File: src/rtl/nn_pkg.sv
// Shared definitions for the classification-stage blocks: state encoding,
// default compare mode and a constant-evaluable ceil(log2) helper.
package nn_pkg;

    typedef logic [0:0] state_t;

    localparam state_t IDLE = 1'b0;
    localparam state_t SCAN = 1'b1;

    // Default comparison mode: two's-complement fixed-point neuron outputs.
    localparam bit ARGMAX_SIGNED = 1'b1;

    function automatic int unsigned clog2(input int unsigned n);
        int unsigned r;
        r = 0;
        for (longint unsigned v = 1; v < longint'(n); v = v << 1) begin
            r++;
        end
        return r;
    endfunction

endpackage

File: src/rtl/argmax_cmp.sv
// Combinational strict greater-than over W bits, signed or unsigned.
// Kept separate so later top-k stages can share the same comparator.
module argmax_cmp #(
    parameter int unsigned W      = 16,
    parameter bit          SIGNED = 1'b1
) (
    input  logic [W-1:0] a_i,
    input  logic [W-1:0] b_i,
    output logic         gt_o
);

    generate
        if (SIGNED) begin : g_signed
            assign gt_o = $signed(a_i) > $signed(b_i);
        end else begin : g_unsigned
            assign gt_o = a_i > b_i;
        end
    endgenerate

endmodule

File: src/rtl/layer_argmax.sv
// Final classification stage: captures a full layer output, then scans it one
// element per cycle with a single comparator to find the index/value of the max.
module layer_argmax
    import nn_pkg::*;
#(
    parameter int unsigned NN        = 10,
    parameter int unsigned dataWidth = 16,
    parameter bit          SIGNED    = ARGMAX_SIGNED,
    parameter int unsigned IDX_W     = 32
) (
    input  logic                    clk,
    input  logic                    rst,
    input  logic                    i_valid,
    input  logic [NN*dataWidth-1:0] i_data,
    output logic                    o_valid,
    output logic [IDX_W-1:0]        o_index,
    output logic [dataWidth-1:0]    o_max,
    output logic                    o_busy,
    output logic                    o_drop
);

    localparam int unsigned CNT_W = (clog2(NN) < 1) ? 1 : clog2(NN);

    state_t                 state_q, state_d;
    logic [CNT_W-1:0]       cnt_q, cnt_d;
    logic [CNT_W-1:0]       idx_q, idx_d;
    logic [dataWidth-1:0]   max_q, max_d;
    logic                   valid_q, valid_d;
    logic [IDX_W-1:0]       index_q, index_d;
    logic [dataWidth-1:0]   omax_q, omax_d;
    logic                   busy_q, busy_d;
    logic                   drop_q, drop_d;

    logic [dataWidth-1:0]   buf_q [NN];
    logic                   load;
    logic [dataWidth-1:0]   cand;
    logic                   gt;
    logic                   last;

    assign cand = buf_q[cnt_q];
    assign last = (cnt_q == CNT_W'(NN - 1));

    argmax_cmp #(
        .W      (dataWidth),
        .SIGNED (SIGNED)
    ) u_cmp (
        .a_i  (cand),
        .b_i  (max_q),
        .gt_o (gt)
    );

    always_comb begin
        state_d = state_q;
        cnt_d   = cnt_q;
        idx_d   = idx_q;
        max_d   = max_q;
        valid_d = 1'b0;
        index_d = index_q;
        omax_d  = omax_q;
        busy_d  = busy_q;
        drop_d  = 1'b0;
        load    = 1'b0;

        case (state_q)
            IDLE: begin
                if (i_valid) begin
                    load = 1'b1;
                    if (NN == 1) begin
                        // Single class: the only element is the answer.
                        valid_d = 1'b1;
                        index_d = '0;
                        omax_d  = i_data[dataWidth-1:0];
                    end else begin
                        max_d   = i_data[dataWidth-1:0];
                        idx_d   = '0;
                        cnt_d   = CNT_W'(1);
                        busy_d  = 1'b1;
                        state_d = SCAN;
                    end
                end
            end
            SCAN: begin
                if (i_valid) begin
                    drop_d = 1'b1;
                end
                // Strict greater-than keeps the lower index on ties.
                if (gt) begin
                    max_d = cand;
                    idx_d = cnt_q;
                end
                cnt_d = cnt_q + CNT_W'(1);
                if (last) begin
                    valid_d = 1'b1;
                    index_d = gt ? IDX_W'(cnt_q) : IDX_W'(idx_q);
                    omax_d  = gt ? cand : max_q;
                    busy_d  = 1'b0;
                    cnt_d   = '0;
                    state_d = IDLE;
                end
            end
            default: begin
                state_d = IDLE;
            end
        endcase
    end

    always_ff @(posedge clk) begin
        if (rst) begin
            state_q <= IDLE;
            cnt_q   <= '0;
            idx_q   <= '0;
            max_q   <= '0;
            valid_q <= 1'b0;
            index_q <= '0;
            omax_q  <= '0;
            busy_q  <= 1'b0;
            drop_q  <= 1'b0;
        end else begin
            state_q <= state_d;
            cnt_q   <= cnt_d;
            idx_q   <= idx_d;
            max_q   <= max_d;
            valid_q <= valid_d;
            index_q <= index_d;
            omax_q  <= omax_d;
            busy_q  <= busy_d;
            drop_q  <= drop_d;
        end
    end

    // Buffer contents are don't-care after reset, so no reset term here.
    always_ff @(posedge clk) begin
        if (load) begin
            for (int unsigned k = 0; k < NN; k++) begin
                buf_q[k] <= i_data[k*dataWidth +: dataWidth];
            end
        end
    end

    assign o_valid = valid_q;
    assign o_index = index_q;
    assign o_max   = omax_q;
    assign o_busy  = busy_q;
    assign o_drop  = drop_q;

endmodule

File: config.mk
export PLATFORM = sky130hd
export DESIGN_NAME = layer_argmax
export DESIGN_NICKNAME = d
export VERILOG_FILES = /design/src/rtl/nn_pkg.sv /design/src/rtl/argmax_cmp.sv /design/src/rtl/layer_argmax.sv
export SDC_FILE = /design/constraint.sdc
export NUM_CORES = 1
export LEC_CHECK = 0
export ABC_AREA = 1
export BUFFER_PORTS_ARGS = -buffer_cell sky130_fd_sc_hd__buf_2
export CORE_MARGIN = 3
export CORE_UTILIZATION = 55
export CTS_BUF_LIST = sky130_fd_sc_hd__clkbuf_2
export CTS_CLUSTER_DIAMETER = 50
export DETAILED_ROUTE_END_ITERATION = 12
export PLACE_DENSITY = 0.81
export REMOVE_ABC_BUFFERS = 1
export SYNTH_ARGS = -nofsm -noshare
export SYNTH_HDL_FRONTEND = slang
export SYNTH_HIERARCHICAL = 1
export SYNTH_SLANG_ARGS = --single-unit
File: constraint.sdc
create_clock -name clk -period 10.87 [get_ports clk]
set_clock_uncertainty 0.05 [all_clocks]
set_input_delay 2.174 -clock clk [delete_from_list [all_inputs] [get_ports clk]]
set_output_delay 2.174 -clock clk [all_outputs]
set_load 0.01 [all_outputs]
==> results of run 1 <==
[power by group through the flow]
| stage | clock, mW | sequential (mW) | combinational, mW |
|---|---|---|---|
| finish | 0.547 | 0.948 | 0.282 |
| global route | 0.613 | 0.954 | 0.327 |
| CTS | 0.568 | 0.949 | 0.281 |
| detailed placement | 0 | 0.967 | 0.279 |
| global placement | 0 | 0.966 | 0.274 |
| floorplan | 0 | 0.964 | 0.186 |
[worst max-delay path, cell delays in order, from the launching register on]
cell and delay (ns):
dfxtp_2 0.83, inv_1 0.57, buf_4 0.37, nand3_1 0.10, nand3_1 0.08, nand3_1 0.15
nand2_1 0.08, ha_1 0.35, a21oi_1 0.20, nand2_1 0.08, a21oi_1 0.15, nand2_1 0.09
nand2_1 0.06, nand2_1 0.05, nor2_2 0.09, clkinv_1 0.48, a21boi_0 0.35, o21ai_1 0.09
[layout make-up]
class / count / share of cell area [%]
clock buffer: 81 / 3.69
clock inverter: 21 / 1.06
tap: 220 / 2.50
multi-input combinational: 618 / 25.6
sequential: 212 / 53.2
timing repair buffer: 191 / 8.83
inverter: 150 / 5.14
[how the worst max path moves through the flow]
stage | startpoint | end | slack, ns | cells after the start
after detailed placement | flop | o_index[3] | 6.53 | 17
after global routing | flop | o_max[7] | 5.94 | 18
after CTS | flop | o_index[3] | 6.46 | 17
after floorplan | i_valid | idx_q[3] | 3.42 | 5
final | flop | o_index[3] | 6.49 | 17
after global placement | flop | o_index[3] | 6.59 | 17
[cell usage in the layout (no fill, tap or decap), types with 2 or more instances in the layout]
master	Yosys	layout
clkbuf_2	0	81
o21ai_1	4	4
clkinv_2	0	6
dfxtp_1	52	50
buf_4	34	6
nor2_8	2	2
nand2_1	310	310
edfxtp_1	160	160
a21oi_1	12	12
mux2i_1	2	2
inv_2	2	3
nor2_1	48	48
conb_1	1	28
clkinv_1	2	14
nand3_1	148	148
buf_2	18	185
inv_1	145	145
o21ai_0	36	36
ha_1	18	18
[flip-flops by register name, summed over array words and instances, names as in the netlist, 4 cells and up, named ones only]
register	flops
max_q	16
o_max	16
cnt_q	4
o_index	4
idx_q	4
buf_q	160
[cells by family after synthesis]
logic type	after synthesis
adder cells (fa/ha/maj)	18
AO/OA/AOI/OAI	56
buffers and inverters	219
multiplexers	2
XOR/XNOR	1
other	1
flip-flops	212
AND/OR/NAND/NOR	513
[routing by layer]
layer	vias to the layer above	routed length (um)	share of wire (%)	global-route usage, %
met5	-	0	0	0
met4	0	543	2.5	8.94
met3	49	1720	8.0	5.21
met2	328	10300	48	37.5
met1	3286	8990	42	28.8
li1	3695	-	-	-
==> out/results.txt, run 1 <==
fmax: 228 MHz
CTS tree: done
# H-tree levels: 2
Cell Rows: 47
Synth Area in Simple Gates: 22.5%
fin area: 0.0110 mm2
Least-Margin Pin Slew: 0.985 ns
via count: 7,358
number of synthesized flops with an enable pin: 160
part of the power in registers: 53.4%
Synth top cells by count: 310 x nand2_1, 160 x edfxtp_1, 148 x nand3_1, 145 x inv_1, 52 x dfxtp_1
share of layout cells above drive strength 1: 22.9%
main combinational cell family by area after synthesis: simple AND/OR/NAND/NOR gates
routability congestion estimate: 0.835
total setup buffers inserted after CTS: 0
Synth Area in Compound Gates: 3.03%
Comb pwr share: 15.9%
XOR/XNOR Fraction of Synth Area: 0.0913%
worst ir drop on vdd: 0.122 mV
Critical Path RT: 11.50 ns
Port Buffers: 185
pwr/cell area: 162 mW/mm2
Clock power frac: 30.8%
Mapped Area: 0.00959 mm2
Post-Syn Instances: 1,022
Post-DP HPWL: 14.2 mm
Final Net Count: 1,408
area leader, netlist: edfxtp_1
crit path max fanout: 33
asr flop ratio synth: 0%
CTS Buffer Depth: 3
largest net degree at the start of global routing: 82
WHS: 0.404 ns
Worst R2R Setup Slack: 6.49 ns
Hold Crit Endpoint: o_max[8]
setup violators final: 0
crit path kind: flop to flop
Final Max Slew Viols: 0
CTS Root Cell: clkbuf_2
Sw Pwr: 0.533 mW
Layout Cells excl Fill: 1,493
total grt overflow: 0
die span in x: 138 um
Netlist cell types: 31
crit path time final: 4.38 ns
Final Hold Fails: 0
RSZ-0062 raised after global routing: false
CTS resizes: 0
number of global-route vias before repair: 7,335
Yosys reg bits: 212
Tcrit/Tclk final: 40.3%
Synth top area share: 50.1%
chip height: 138 um
Lkg Pwr: 5.34 nW
DIE AREA: 0.0191 mm2
drt wl/cell: 14.4 um
DR iter-0 viols: 518
GR Util All Layers: 22.5%
Worst-Skew Late Latency: 0.82 ns
crit path capture type: flop
initial antenna violation count: 0
Post-CTS Hold Buffers: 0
yosys warns: 6
vias per cell: 4.93
first-pass GRT wire length: 35.2 mm
total wire length: 21.5 mm
setup ws final: 6.49 ns
final design utilization: 65.4%
first-pass iteration count of the detailed router: 5
CTS buffer count: 54
DRC violations left: 0
Total Power: 1.78 mW
Post-Synth Adder-Cell Area: 2.35%
worst endpoint data arrival time: 5.01 ns
# fillers: 1,388
switch share: 30.0%
Antenna Nets Post-Route: 0
synthesis-to-layout area growth: 14.7%
Hold Path Cell Cnt: 2
CP startpoint kind: flop
most frequent cell after synthesis: nand2_1
max_slew headroom: 34.3%
setup TNS: 0 ns
initial core utilization: 57.0%
IO Pins: 214
hold path start: o_max[8]
clock sinks: 212
Hold Crit Class: flop to flop
dominant cells by area after synthesis: edfxtp_1 50%, nand2_1 12%, dfxtp_1 11%
post-synthesis mux area share: 0.209%
clk slew on worst S/H paths: 0.12 ns
Ant. Diodes: 0
Post-Place Cells: 1,391
Pint: 1.24 mW
Most used DFF post-synth: edfxtp_1
register area share after synthesis: 60.9%
max cap viols: 0
footprint of the multi-input gates: 0.00281 mm2
CORE AREA: 0.0168 mm2
Area after DPL: 0.0105 mm2
status: finished clean
Storage cell area: 0.00585 mm2
Critical R2R Capture: o_index[3]
worst r2r path cells: 17
Setup WS pre-CTS: 6.53 ns
Syn Area/Cell: 9.39 um2
(Power assumes the default switching activity.)
==> run 2: changes to the inputs <==
ABC_AREA = 0   (was 1)
PLACE_DENSITY = 0.82   (was 0.81)
clock period = 4.5 ns   (was 10.87 ns; I/O delays follow)
==> run 2 against run 1 <==
Compared with the run above: cell count fell by 30%; combinational power rose by 57%; largest cell class unchanged; global-route usage fell by 0.85 points.
==> out/results.txt, run 2 <==
final design utilization: 67.0%
Worst-Skew Late Latency: 0.82 ns
GR Util All Layers: 21.7%
first-pass GRT wire length: 30.2 mm
asr flop ratio synth: 0%
drt wl/cell: 18.3 um
Least-Margin Pin Slew: 1.16 ns
total grt overflow: 0
CTS Buffer Depth: 3
vias per cell: 5.50
Final Hold Fails: 0
Post-DP HPWL: 13.0 mm
Largest Register: buf_q
CORE AREA: 0.0154 mm2
pwr/cell area: 382 mW/mm2
Area after DPL: 0.00984 mm2
# fillers: 1,144
synthesis-to-layout area growth: 17.3%
share of layout cells above drive strength 1: 40.2%
Final Max Slew Viols: 0
DRC violations left: 0
status: finished clean
area leader, netlist: edfxtp_1
Synth top area share: 54.5%
worst ir drop on vdd: 0.226 mV
setup ws final: 0.351 ns
die span in x: 133 um
Mapped Area: 0.00881 mm2
Most used DFF post-synth: edfxtp_1
initial core utilization: 57.1%
CTS tree: done
crit path kind: flop to flop
crit path time final: 4.15 ns
# H-tree levels: 2
largest net degree at the start of global routing: 108
Ant. Diodes: 0
XOR/XNOR Fraction of Synth Area: 0%
clk slew on worst S/H paths: 0.11 ns
max_slew headroom: 22.6%
Synth Area in Simple Gates: 4.29%
max cap viols: 0
CTS Root Cell: clkbuf_2
Lkg Pwr: 3.99 nW
main combinational cell family by area after synthesis: multiplexers
Antenna Nets Post-Route: 0
commonest cells after routing, fill and taps aside: 185 x buf_2, 160 x edfxtp_1, 71 x clkbuf_2
number of synthesized flops with an enable pin: 160
Cell Rows: 45
Hold Crit Class: input port to flop
Total Power: 3.95 mW
Synth top cells by count: 160 x edfxtp_1, 52 x dfxtp_1, 41 x nand2_1, 32 x mux4_2
crit path capture type: flop
Final Net Count: 969
Post-Synth Adder-Cell Area: 2.56%
Netlist cell types: 48
initial antenna violation count: 0
dominant cells by area after synthesis: edfxtp_1 55%, dfxtp_1 12%, mux4_2 8.2%
chip height: 133 um
most frequent cell after synthesis: edfxtp_1
routability congestion estimate: 0.875
setup violators final: 0
leading cell type in the layout, fill and taps excluded: buf_2
yosys warns: 6
register area share after synthesis: 66.3%
Critical Path RT: 5.13 ns
Synth Area in Compound Gates: 8.88%
Setup WS pre-CTS: 0.295 ns
IO Pins: 214
fmax: 241 MHz
hold path start: i_data[103]
CP startpoint kind: flop
crit path max fanout: 16
first-pass iteration count of the detailed router: 6
Port Buffers: 185
via count: 5,718
number of global-route vias before repair: 6,113
clock sinks: 212
total wire length: 19.0 mm
fin area: 0.0103 mm2
Tcrit/Tclk final: 92.2%
RSZ-0062 raised after global routing: false
Syn Area/Cell: 15.5 um2
worst endpoint data arrival time: 4.78 ns
Largest register FFs: 160
Post-CTS Hold Buffers: 0
CTS buffer count: 52
DIE AREA: 0.0176 mm2
Post-Syn Instances: 570
Yosys reg bits: 212
post-synthesis mux area share: 12.6%
DR iter-0 viols: 487
## run 2: power by group
| part | internal [mW] | switching [mW] | total [mW] | leakage [nW] |
|---|---|---|---|---|
| registers | 2.22 | 0.0467 | 2.27 | 1.95 |
| logic | 0.207 | 0.237 | 0.444 | 1.69 |
| clock network | 0.490 | 0.743 | 1.23 | 0.351 |
| total | 2.92 | 1.03 | 3.95 | 3.99 |
## run 2: logic make-up (layout without fill, tap and decap cells)
| logic type | Yosys count | after routing |
|---|---|---|
| adders and majority gates | 18 | 18 |
| AOI/OAI and AO/OA | 114 | 114 |
| and+or+nand+nor | 76 | 76 |
| muxes | 69 | 69 |
| other | 1 | 28 |
| DFF | 212 | 212 |
| buffers and inverters | 80 | 311 |
## run 2: metrics by stage
stage	std cells	hold WS [ns]	setup TNS, ns
CTS	1037	0.125	0
global placement	943	0.387	0
global route	1039	0.112	0
finish	1039	0.193	0
detailed placement	943	0.403	0
floorplan	536	0.403	-113.56
## run 2: final cells by class
cell class,instances,area [um2],area share [%]
Inverter,19,71.3,0.690
Sequential cell,212,5850,56.6
Tap cell,211,264,2.55
Clock buffer,71,355,3.44
Multi-Input combinational cell,305,2610,25.3
Clock inverter,23,120,1.16
Timing Repair Buffer,198,1060,10.3
## run 2: repair_timing
action,in CTS,in global routing
gates resized for setup,0,0
buffers inserted,0,2
endpoints found under the setup margin,0,1
## run 2: final timing paths
kind / cells past startpoint / slack, ns / end
hold reg to reg: 1 / 0.42 / o_busy
setup reg to reg: 13 / 0.35 / o_max[15]
hold / removal: 1 / 0.19 / buf_q[6][7]
setup / recovery: 13 / 0.35 / o_max[15]
## run 2: critical path, cell delays in order, from the launching register on
cell      delay [ns]
dfxtp_4         0.48
buf_4           0.25
mux4_2          0.51
mux2i_1         0.28
o21ai_0         0.14
ha_1            0.38
nand4_2         0.15
or4_1           0.54
o21ai_0         0.09
a31oi_1         0.06
buf_4           0.20
and3b_1         0.67
a222oi_1        0.13
o21ai_0         0.13
## run 2: layer usage
metal / vias up / routed length, um / track usage [%]
li1: 2635 / - / -
met1: 2786 / 7620 / 27.6
met2: 270 / 9620 / 36.6
met3: 27 / 1560 / 6.39
met4: 0 / 219 / 6.06
met5: - / 0 / 0
==> run 3: changes to the inputs <==
clock period = 4 ns   (was 4.5 ns; I/O delays follow)
==> run 3 against run 2 <==
Compared with the run above: sequential share of layout area down 0.84 points; die area stayed put; setup slack worse by 0.22 ns; power up 15%; sequential cell count is the same; largest power group unchanged; highest routed layer unchanged.
==> out/results.txt, run 3 (synthesis gave the netlist of run 2 again) <==
status: finished clean
crit path max fanout: 21
synthesis-to-layout area growth: 19.0%
Total Power: 4.52 mW
Hold Crit Class: input port to flop
CTS tree: done
Largest Register: buf_q
IO Pins: 214
clock sinks: 212
RSZ-0062 raised after global routing: true
CTS Root Cell: clkbuf_2
pwr/cell area: 431 mW/mm2
DRC violations left: 0
Final Net Count: 971
Critical Path RT: 4.53 ns
drt wl/cell: 18.8 um
Least-Margin Pin Slew: 1.15 ns
clk slew on worst S/H paths: 0.11 ns
setup violators final: 0
Tcrit/Tclk final: 96.7%
number of global-route vias before repair: 6,004
GR Util All Layers: 21.6%
commonest cells after routing, fill and taps aside: 185 x buf_2, 160 x edfxtp_1, 82 x clkbuf_2
CP startpoint kind: flop
DIE AREA: 0.0176 mm2
chip height: 133 um
Hold Path Cell Cnt: 1
routability congestion estimate: 0.797
fmax: 259 MHz
Cell Rows: 45
setup TNS: 0 ns
crit path time final: 3.87 ns
CORE AREA: 0.0154 mm2
CTS Buffer Depth: 3
initial core utilization: 57.1%
total wire length: 19.6 mm
leading cell type in the layout, fill and taps excluded: buf_2
first-pass GRT wire length: 30.1 mm
crit path capture type: flop
Post-DP HPWL: 13.1 mm
WHS: 0.133 ns
Antenna Nets Post-Route: 0
Final Max Slew Viols: 0
die span in x: 133 um
vias per cell: 5.56
initial antenna violation count: 1
Lkg Pwr: 4.07 nW
# H-tree levels: 2
worst endpoint data arrival time: 4.39 ns
largest net degree at the start of global routing: 101
total grt overflow: 0
worst ir drop on vdd: 0.261 mV
Worst-Skew Late Latency: 0.78 ns
worst r2r path cells: 13
DR iter-0 viols: 484
share of layout cells above drive strength 1: 43.1%
Post-CTS Hold Buffers: 0
Port Buffers: 185
crit path kind: flop to flop
Largest register FFs: 160
first-pass iteration count of the detailed router: 5
max cap viols: 0
CTS buffer count: 51
Final Hold Fails: 0
via count: 5,806
max_slew headroom: 23.4%
## run 3: worst paths after layout
path | from | to | slack, ns
setup / recovery | flop | o_max[8] | 0.13
hold reg to reg | o_index[2] | o_index[2] | 0.41
hold / removal | i_data[59] | buf_q[3][11] | 0.13
setup reg to reg | flop | o_max[8] | 0.13
## run 3: area by class of cell
type,count,area (um2)
clock inverter,13,83.8
tap,211,264
clock buffer,82,410
inverter,19,71.3
sequential,212,5850
multi-input combinational,305,2690
timing repair buffer,201,1120
fill,1099,4940
antenna,1,2.50
## run 3: worst max-delay path, stage by stage (launching register included)
cell and delay [ns]:
dfxtp_4 0.43, buf_12 0.21, mux4_2 0.56, mux2i_4 0.20, o21ai_0 0.11, ha_1 0.35
nand4_2 0.15, or4_1 0.53, o21ai_0 0.09, a31oi_1 0.09, and4b_1 0.22, and2_4 0.21
a222oi_1 0.37, o21ai_1 0.11
## run 3: what timing repair did
action	CTS	global route
endpoints found under the setup margin	0	19
resized for setup	0	16
buffers inserted	0	2
## run 3: metal layers
metal | GRT usage [%] | share of wire [%] | vias to the layer above
met3 | 5.25 | 8.3 | 39
met2 | 35.3 | 49 | 315
li1 | - | - | 2652
met1 | 28.1 | 40 | 2800
met5 | 0 | 0 | -
met4 | 8.31 | 2.2 | 0
## run 3: where the power goes
group          internal, mW  switching [mW]  total, mW  leakage, nW
logic                 0.255           0.287      0.542         1.74
registers              2.50          0.0520       2.55         1.95
clock network         0.608           0.819       1.43        0.384
## run 3: stage by stage
step	instances	utilization [%]	instance area (um2)	setup WS (ns)
3_3_place_gp	945	64.0	9870	0.280
2_1_floorplan	536	-	8520	-1.54
3_5_place_dp	945	64.0	9870	0.155
4_1_cts	1040	67.2	10400	0.0751
6_report	1044	68.0	10500	0.132
5_1_grt	1044	68.0	10500	-0.0564
